[src/rtl/mem_arbiter.sv]
// Two-master arbiter that shares one synchronous memory port between the 6502 core and a DMA/loader master.
// Optional build macro ARB_STATS_EN adds a saturating stall_count output.
module mem_arbiter #(
  parameter int unsigned MAX_BURST      = 16,
  parameter int unsigned MIN_CPU_CYCLES = 4
) (
  input  logic        clk,
  input  logic        resetn,
  input  logic [15:0] cpu_addr,
  input  logic [7:0]  cpu_wr_data,
  input  logic        cpu_we,
  output logic        cpu_rdy,
  output logic [7:0]  cpu_rd_data,
  input  logic        dma_req,
  input  logic [15:0] dma_addr,
  input  logic [7:0]  dma_wr_data,
  input  logic        dma_we,
  output logic        dma_gnt,
  output logic [7:0]  dma_rd_data,
  output logic        dma_rd_valid,
  output logic [15:0] mem_addr,
  output logic [7:0]  mem_wr_data,
  output logic        mem_we,
  input  logic [7:0]  mem_rd_data
`ifdef ARB_STATS_EN
  ,
  output logic [15:0] stall_count
`endif
);

  localparam int unsigned BW = $clog2(MAX_BURST + 1);
  localparam int unsigned HW = (MIN_CPU_CYCLES > 0) ? $clog2(MIN_CPU_CYCLES + 1) : 1;
  localparam logic [BW-1:0] BURST_LAST = BW'(MAX_BURST - 1);
  localparam logic [HW-1:0] HOLD_INIT  = HW'(MIN_CPU_CYCLES);

  typedef enum logic [1:0] {
    ST_CPU    = 2'd0,
    ST_DMA    = 2'd1,
    ST_REFILL = 2'd2
  } state_t;

  state_t        state, state_nxt;
  logic [BW-1:0] burst, burst_nxt;
  logic [HW-1:0] hold, hold_nxt;

  always_ff @(posedge clk or negedge resetn) begin
    if (!resetn) begin
      state        <= ST_CPU;
      burst        <= '0;
      hold         <= '0;
      dma_rd_valid <= 1'b0;
    end else begin
      state        <= state_nxt;
      burst        <= burst_nxt;
      hold         <= hold_nxt;
      dma_rd_valid <= (state == ST_DMA) && dma_req && !dma_we;
    end
  end

  always_comb begin
    state_nxt = state;
    burst_nxt = burst;
    hold_nxt  = hold;
    case (state)
      ST_CPU: begin
        // A CPU write cycle is never stolen; hold-off must have run down to its last cycle.
        if (dma_req && !cpu_we && (hold <= HW'(1)))
          state_nxt = ST_DMA;
        else if (hold != '0)
          hold_nxt = hold - HW'(1);
      end
      ST_DMA: begin
        if (dma_req)
          burst_nxt = burst + BW'(1);
        if (!dma_req || (burst == BURST_LAST))
          state_nxt = ST_REFILL;
      end
      ST_REFILL: begin
        state_nxt = ST_CPU;
        hold_nxt  = HOLD_INIT;
        burst_nxt = '0;
      end
      default: state_nxt = ST_CPU;
    endcase
  end

  assign cpu_rdy     = (state == ST_CPU);
  assign dma_gnt     = (state == ST_DMA);
  assign cpu_rd_data = mem_rd_data;
  assign dma_rd_data = mem_rd_data;

  always_comb begin
    mem_addr    = cpu_addr;
    mem_wr_data = cpu_wr_data;
    mem_we      = (state == ST_CPU) && cpu_we;
    if (state == ST_DMA) begin
      mem_addr    = dma_addr;
      mem_wr_data = dma_wr_data;
      mem_we      = dma_we && dma_req;
    end
    // Reset gates the write strobe combinationally so an in-flight DMA write is dropped at once.
    if (!resetn)
      mem_we = 1'b0;
  end

`ifdef ARB_STATS_EN
  always_ff @(posedge clk or negedge resetn) begin
    if (!resetn)
      stall_count <= '0;
    else if (!cpu_rdy && (stall_count != '1))
      stall_count <= stall_count + 16'd1;
  end
`endif

endmodule

[config.mk]
export PLATFORM = sky130hd
export DESIGN_NAME = mem_arbiter
export DESIGN_NICKNAME = d
export VERILOG_FILES = /design/src/rtl/mem_arbiter.sv
export SDC_FILE = /design/constraint.sdc
export NUM_CORES = 1
export LEC_CHECK = 0
export ABC_CLOCK_PERIOD_IN_PS = 1800
export BUFFER_PORTS_ARGS = -buffer_cell sky130_fd_sc_hd__buf_2
export CAP_MARGIN = 20
export CORE_MARGIN = 2
export CORE_UTILIZATION = 33
export CTS_BUF_LIST = sky130_fd_sc_hd__clkbuf_8
export DETAILED_ROUTE_END_ITERATION = 16
export PLACE_DENSITY_LB_ADDON = 0.15
export SKIP_LAST_GASP = 1
export SLEW_MARGIN = 20
export SYNTH_ARGS = -nofsm -noshare
export SYNTH_HDL_FRONTEND = slang
export SYNTH_SLANG_ARGS = --single-unit
[constraint.sdc]
create_clock -name clk -period 1.8 [get_ports clk]
set_clock_uncertainty 0.15 [all_clocks]
set_input_delay 0.09 -clock clk [delete_from_list [all_inputs] [get_ports clk]]
set_output_delay 0.09 -clock clk [all_outputs]
set_load 0.02 [all_outputs]
==> summary by stage, run 1 <==
Run status
The flow ran to the end, and the final reports show no timing, DRC or antenna violations.

Clock tree
The sink count of the clock tree is 11. Clock-pin slew was measured on the worst setup and hold paths at about 50 ps. The TritonCTS buffer count is 3. The count of instances resized after the clock tree is built is 0. The tree is rooted in a clkbuf_8. The clock reaches the later pin of the worst-skew pair after approximately 230 ps. The H-tree depth is 1. The maximum number of buffers from clock root to sink is 2.

TritonCTS built the clock tree.

Final layout
The number of nets in the layout is approximately 260. In the layout the commonest cells are buf_2 (80), mux2_1 (19), dfrtp_1 (11), inv_1 (8), nor3_1 (8). The number of antenna cells inserted is 0. Summing all multi-input logic gate instances after layout gives 648 um2. Registers take between 200 and 300 um2.

The area added between synthesis and finish is 36.8%. The layout cell share with drive strength beyond 1 is a little over half. The most common library cell in the layout ignoring fill and taps is buf_2. The count of fill cells added during filler insertion is around 330.

Critical path
The timing endpoint of the critical path is mem_addr[6]. Data arrives at the worst endpoint at about 1500 ps. The reg-to-reg setup timing slack is between 100 and 150 ps. The kind of cell with the highest combined delay along the critical path is flip-flops.

The biggest fanout along the worst timing path is 6. The depth of the worst register-to-register path is 6. In this design, the stage delay of the slowest critical-path cell is roughly 500 ps. The path type of the worst setup path is reg -> out.

The critical path goes through nor2_4, buf_4, mux2_1, buf_2. The critical path runs through a total of 4 cells. The worst register-to-register path ends at hold[0]. The slowest stage of the critical path belongs to the cell dfrtp_1. The category of the worst setup path launch point is a flip-flop.

The worst setup path is captured at an output port. The startpoint identified for the worst register-to-register timing path is hold[1]. The data required time at the worst endpoint is approximately 1600 ps.

Together, buffers and inverters on the worst path number 2. Tracing the worst setup path back leads to its startpoint at state[1].

Floorplan
The total number of placement rows is 21. The effective utilization at floorplan is 33.9%. The core area is 3280 um2. The floorplan step defined a die boundary enclosing between 3000 and 4000 um2. The I/O pin total is between 100 and 150. The horizontal die dimension is slightly above 60 um. Measured along the y axis, the die boundary spans ~62 um.

Route
The number of iterations in the first detailed-routing pass is 4. The violation count after the first detailed-routing iteration is 23. The total wire length is slightly above 3000 um. The post-detailed-route count of antenna-violating nets is 0. The number of remaining DRC errors is 0.

The via density per instance is around 4.7. Across all layers, the routed design uses 1113 vias. The average wire length per cell after detail routing is between 10 and 15 um.

Timing
The final setup violation count is 0. The post-route minimum period is about 1800 ps. Setup repair after global routing could not meet its margin everywhere. The maximum operating frequency is between 500 and 600 MHz. The number of endpoints with negative hold slack in the final report is 0.

The worst hold margin is 30.1 ps. The final-report max-slew violation count came to 0. The post-route clock period utilization is 98.7%. The max-slew headroom at the worst pin is roughly 74%. For the pin with the worst max-slew slack, the measured transition is between 300 and 400 ps.

Global route
The wire length of the first global-routing pass is roughly 3900 um. The global-route usage over all layers is about 13%. The initial antenna violation count came to 0. The total congestion overflow after global routing is 0.

The number of global-route vias before repair is between 900 and 1000. Entering global routing, the biggest net connects 26 pins.

Yosys
The post-synthesis register bit count is 11. Of the synthesized area, sequential elements account for 24.7%. During synthesis, Yosys emitted a total of 0 warnings. The number of nets in the synthesized netlist is 185.

The commonest register cell after synthesis is dfrtp_1. Synthesis produced roughly 120 cells. The number of flops mapped to enable cells by yosys is 0.

The async set or reset register ratio after synthesis is 100%. The cell area after synthesis is roughly 1100 um2. The number of distinct library cells after synthesis is 32. Dividing the synthesized area by the synthesized cell count gives 9.35 um2.

Power
The maximum vdd ir drop is around 560 uV. After layout, the design draws a total of about 1900 uW. The total leakage power is a little under 0.0008 uW. The power density over the cells is ~1200 nW/um2.

Min path
The path class of the tightest hold or removal check is in -> out.

Placed design
The number of port buffers is 80. Summed over all nets, the half-perimeter wirelength after detailed placement is 2360 um. The placer congestion estimate is around 0.77.

Run
Across the run, the number of max-cap violations was 0.
cell usage after synthesis, types with 2 or more instances:
cell type | n | area, um2
ha_1 | 5 | 62.6
buf_2 | 3 | 15.0
nand2_1 | 4 | 15.0
dfrtp_1 | 11 | 275
a21oi_1 | 6 | 30.0
nand3_1 | 2 | 10.0
o22ai_1 | 4 | 25.0
mux2_2 | 5 | 56.3
and3_1 | 3 | 18.8
buf_6 | 2 | 22.5
nor2_1 | 4 | 15.0
buf_4 | 16 | 120
o21ai_0 | 3 | 15.0
nor3_1 | 8 | 40.0
mux2_1 | 19 | 214
inv_1 | 7 | 26.3
nor2b_1 | 2 | 12.5
routing by layer:
layer	global-route usage (%)	vias to the layer above	part of all wire [%]
met5	0	-	0
met4	3.65	0	0
met3	2.69	0	8.2
met2	25.1	55	52
met1	15.3	502	40
li1	-	556	-
what timing repair did:
item | CTS | global route
hold buffers | 2 | 0
endpoints found under the setup margin | 5 | 25
cloned | 0 | 2
pin swaps | 0 | 4
endpoints found under the hold margin | 12 | 0
buffers inserted | 0 | 3
per-stage QoR:
| stage | worst slack, ps | std cells | util (%) | instance area, um2 | TNS [ps] |
|---|---|---|---|---|---|
| after floorplan | 222 | 119 | - | 1110 | 0 |
| after global placement | 193 | 225 | 43.0 | 1410 | 0 |
| after detailed placement | 91.5 | 225 | 43.0 | 1410 | 0 |
| after CTS | -12.2 | 231 | 45.0 | 1480 | -41.4 |
| after global routing | -41.2 | 236 | 46.3 | 1520 | -594 |
| final | 23.3 | 236 | 46.3 | 1520 | 0 |
how the worst min path moves through the flow:
| stage | cells after the start | start | end |
|---|---|---|---|
| after floorplan | 0 | resetn | burst[0] |
| after global placement | 1 | resetn | burst[0] |
| final | 0 | mem_rd_data[3] | dma_rd_data[3] |
| after detailed placement | 1 | resetn | burst[0] |
| after global routing | 0 | mem_rd_data[3] | cpu_rd_data[3] |
| after CTS | 0 | mem_rd_data[3] | dma_rd_data[3] |
logic make-up after synthesis:
kind of cell	after synthesis	share of synthesized area, %
adders and majority gates	5	5.62
buffers and inverters	31	19.0
DFF	11	24.7
AOI/OAI and AO/OA	20	12.0
and+or+nand+nor	28	14.3
muxes	24	24.3
flip-flops by register name, summed over array words and instances, names as in the netlist:
register / cells
dma_rd_valid: 1
hold: 3
state: 2
burst: 5
power by group:
group / switching, uW / internal [uW]
Sequential: 81.1 / 331
Combinational: 692 / 526
Clock: 89.8 / 149
Total: 863 / 1010
layout make-up:
class                           count  share of cell area [%]
Tap cell                           46                    3.78
Inverter                            8                    1.97
Sequential cell                    11                    18.1
Timing Repair Buffer               88                    30.6
Clock buffer                        3                    2.71
Multi-Input combinational cell     79                    42.6
Clock inverter                      1                   0.247
Note: power is estimated with default switching activity, not from simulation.
==> run 2: changes to the inputs <==
--- a/config.mk
+++ b/config.mk
@@ -5,7 +5,7 @@
 export SDC_FILE = /design/constraint.sdc
 export NUM_CORES = 1
 export LEC_CHECK = 0
-export ABC_CLOCK_PERIOD_IN_PS = 1800
+export ABC_CLOCK_PERIOD_IN_PS = 1900
 export BUFFER_PORTS_ARGS = -buffer_cell sky130_fd_sc_hd__buf_2
 export CAP_MARGIN = 20
 export CORE_MARGIN = 2
==> constraint.sdc (replaced) <==
create_clock -name clk -period 1.9 [get_ports clk]
set_clock_uncertainty 0.15 [all_clocks]
set_input_delay 0.095 -clock clk [delete_from_list [all_inputs] [get_ports clk]]
set_output_delay 0.095 -clock clk [all_outputs]
set_load 0.02 [all_outputs]
==> summary by stage, run 2 (same netlist as run 1, synthesis figures left out) <==
Run status
The run finished with clean final reports.

Clock tree
The sink count of the clock tree is 11. Clock tree synthesis selected as its root buffer the cell clkbuf_8. In this run the number of H-tree levels came out at 1. The CTS tree is done. The clock slew seen by the registers of the worst setup and hold paths is around 50 ps. The maximum number of buffers from clock root to sink is 2. The TritonCTS buffer count is 3.

For the worst-skew pair, the clock arrives at the later sink with an insertion delay of roughly 240 ps.

Critical path
The depth of the worst register-to-register path is 6. The reg-to-reg setup timing slack is approximately 170 ps. The path type of the worst setup path is reg -> out. Data on the critical path arrives at its endpoint at between 1500 and 2000 ps.

The total buffers and inverters traversed by the critical path is 1. The worst setup path is captured at an output port. The kind of cell with the highest combined delay along the critical path is flip-flops. The worst setup path is launched from a flip-flop.

Traced cell by cell, the critical path runs through nor2_8, mux2_1, buf_2. The startpoint identified for the worst register-to-register timing path is hold[1]. For the worst setup path, the data required time is 1650 ps.

The maximum single-stage delay on the critical path is about 430 ps. The critical register-to-register path endpoint is hold[0]. The slowest stage of the critical path belongs to the cell dfrtp_1. Along the worst path, the maximum fanout reaches 25.

Route
After detailed routing, the average wire length per cell comes to about 13 um. For this run, design rule violations remaining after detail routing come to 0. Once detail routing completed, the nets flagged for antenna violations numbered 0. The via density per instance is roughly 4.8. The total wire length is 3030 um. In this run, the number of DRC markers left after iteration 0 of detailed routing was 17. The total via count in the routed design is 1109.

The first detailed-routing pass took 4 iterations.

Power
The switching part of the total power is between 40% and 50%. Internal power comes to about 920 uW. The total leakage power is 0.000751 uW. For this design the total switching power over the nets is between 700 and 800 uW. The power density over the cells is 1160 nW/um2. Across the VDD grid, the largest voltage drop is 782 uV. The part of the total power dissipated in combinational logic is ~64%. The share of power burned in registers is 22.4%. The clock network burns between 10 and 15% of the power.

Floorplan
The core region is 3280 um2. The effective utilization at floorplan is about 34%. The die is approximately 62 um tall. The I/O pin total is ~110. The area enclosed by the die boundary is roughly 3900 um2. Measured along the x axis, the die boundary spans approximately 62 um. The total number of placement rows is 21.

Final layout
The cell area after layout is roughly 1500 um2. Leaving out fill and tap cells, the most frequent cell in the layout is buf_2. The largest registers in the layout are burst x5, hold x3, state x2. The top cell types in the final layout, fill and taps aside, are buf_2 (80), mux2_1 (19), dfrtp_1 (11), nor3_1 (8), inv_1 (7).

For this run, the number of standard cells in the final layout without fillers is between 200 and 250. The area added between synthesis and finish is 32.8%. The number of nets in the layout is ~250. The number of flip-flops under the largest register name is 5. The number of antenna cells inserted is 0. The layout cell share with drive strength beyond 1 is between 50% and 60%. The most flop-heavy register is burst.

Min path
The capture endpoint of the worst hold path is dma_rd_data[3]. The depth of the worst hold-timing path is 0. The classification of the worst-slack hold path is in -> out. The startpoint of the lowest-slack hold path is mem_rd_data[3].

Placed design
Routability-driven placement finished with a final weighted congestion of between 0.7 and 0.8. The number of port buffers is 80. In this run the cell area measured after placement is 1410 um2. Before CTS, the worst setup slack after placement is 186 ps. The HPWL after detailed placement is 2470 um. The cell count after placement is about 230.

Global route
The global-route usage over all layers is between 10% and 20%. The number of global-route vias before repair is about 940. The initial antenna violation count is 0.

The first global-routing pass estimated about 3900 um of wire. The total overflow left after global routing is 0. The maximum number of pins on one net before global-route repair is 26.

Timing
The worst pin sits at a relative slew slack of around three quarters. The number of endpoints with negative hold slack in the final report is 0. The maximum operating frequency is roughly 550 MHz. At the pin with the least slew margin, the transition time is between 400 and 500 ps. The final setup TNS is 0 ps. The final-report max-slew violation count is 0. Subtracting the final worst setup slack from the clock period gives approximately 1800 ps. Setup repair after global routing left no endpoint under its margin. Setup violations remaining at the end of the flow were counted as 0. The post-route clock period utilization is roughly 95%. The slack of the critical path is ~94 ps.

Run
The max-capacitance violation count is 0.
[run 2: cell count changes in the layout (fill, tap and decap cells not counted)]
cell / previous run / this run
buf_4: 6 / 3
clkinv_2: 0 / 1
inv_1: 8 / 7
nor2_4: 2 / 0
[run 2: how the worst max path moves through the flow]
stage / startpoint / end / slack, ps / depth (start not counted)
floorplan: hold[0] / hold[0] / 320 / 5
global placement: hold[0] / hold[0] / 290 / 5
detailed placement: hold[1] / hold[0] / 190 / 6
CTS: state[1] / mem_addr[13] / 80 / 3
global route: state[0] / mem_wr_data[0] / 2 / 4
finish: state[1] / mem_addr[13] / 90 / 3
[run 2: final cells by class]
class                   instances  area [um2]
well taps                      46        57.6
fillers                       314        1810
clock inverters                 1        5.00
repair buffers                 85         443
inverters                       8        30.0
multi-input cells              77         626
clock buffers                   3        41.3
flip-flops and latches         11         275
[run 2: worst register-to-register path: cells and delay by family, from the launching register on]
family / cells / cell delay [ps]
simple gates: 1 / 80
buf+inv: 1 / 100
fa+ha+maj: 1 / 190
flops: 1 / 370
compound gates: 3 / 730
[run 2: timing repair]
item,in CTS,in global routing
buffers inserted,0,0
hold endpoints to repair,12,0
hold buffers,2,0
resized for setup,0,0
[run 2: per-layer routing]
layer  up-vias  global-route usage, %  wire length, um
li1        541                      -                -
met1       507                   13.6             1150
met2        59                   27.4             1630
met3         2                   2.28              244
met4         0                   3.95                6
met5         -                      0                0
[run 2: metrics by stage]
step           power [uW]  hold WS (ps)  utilization, %
2_1_floorplan        1270          -351               -
3_3_place_gp         1440          -162            43.0
3_5_place_dp         1480          -158            43.0
4_1_cts              1730          40.2            45.0
5_1_grt              1850          40.2            45.0
6_report             1710          40.1            45.0
[run 2: power groups by stage]
stage	Clock (uW)	Sequential [uW]	Combinational (uW)
after detailed placement	0	384	1090
after floorplan	0	374	893
after global placement	0	380	1060
after CTS	244	381	1100
after global routing	253	400	1200
final	237	383	1090
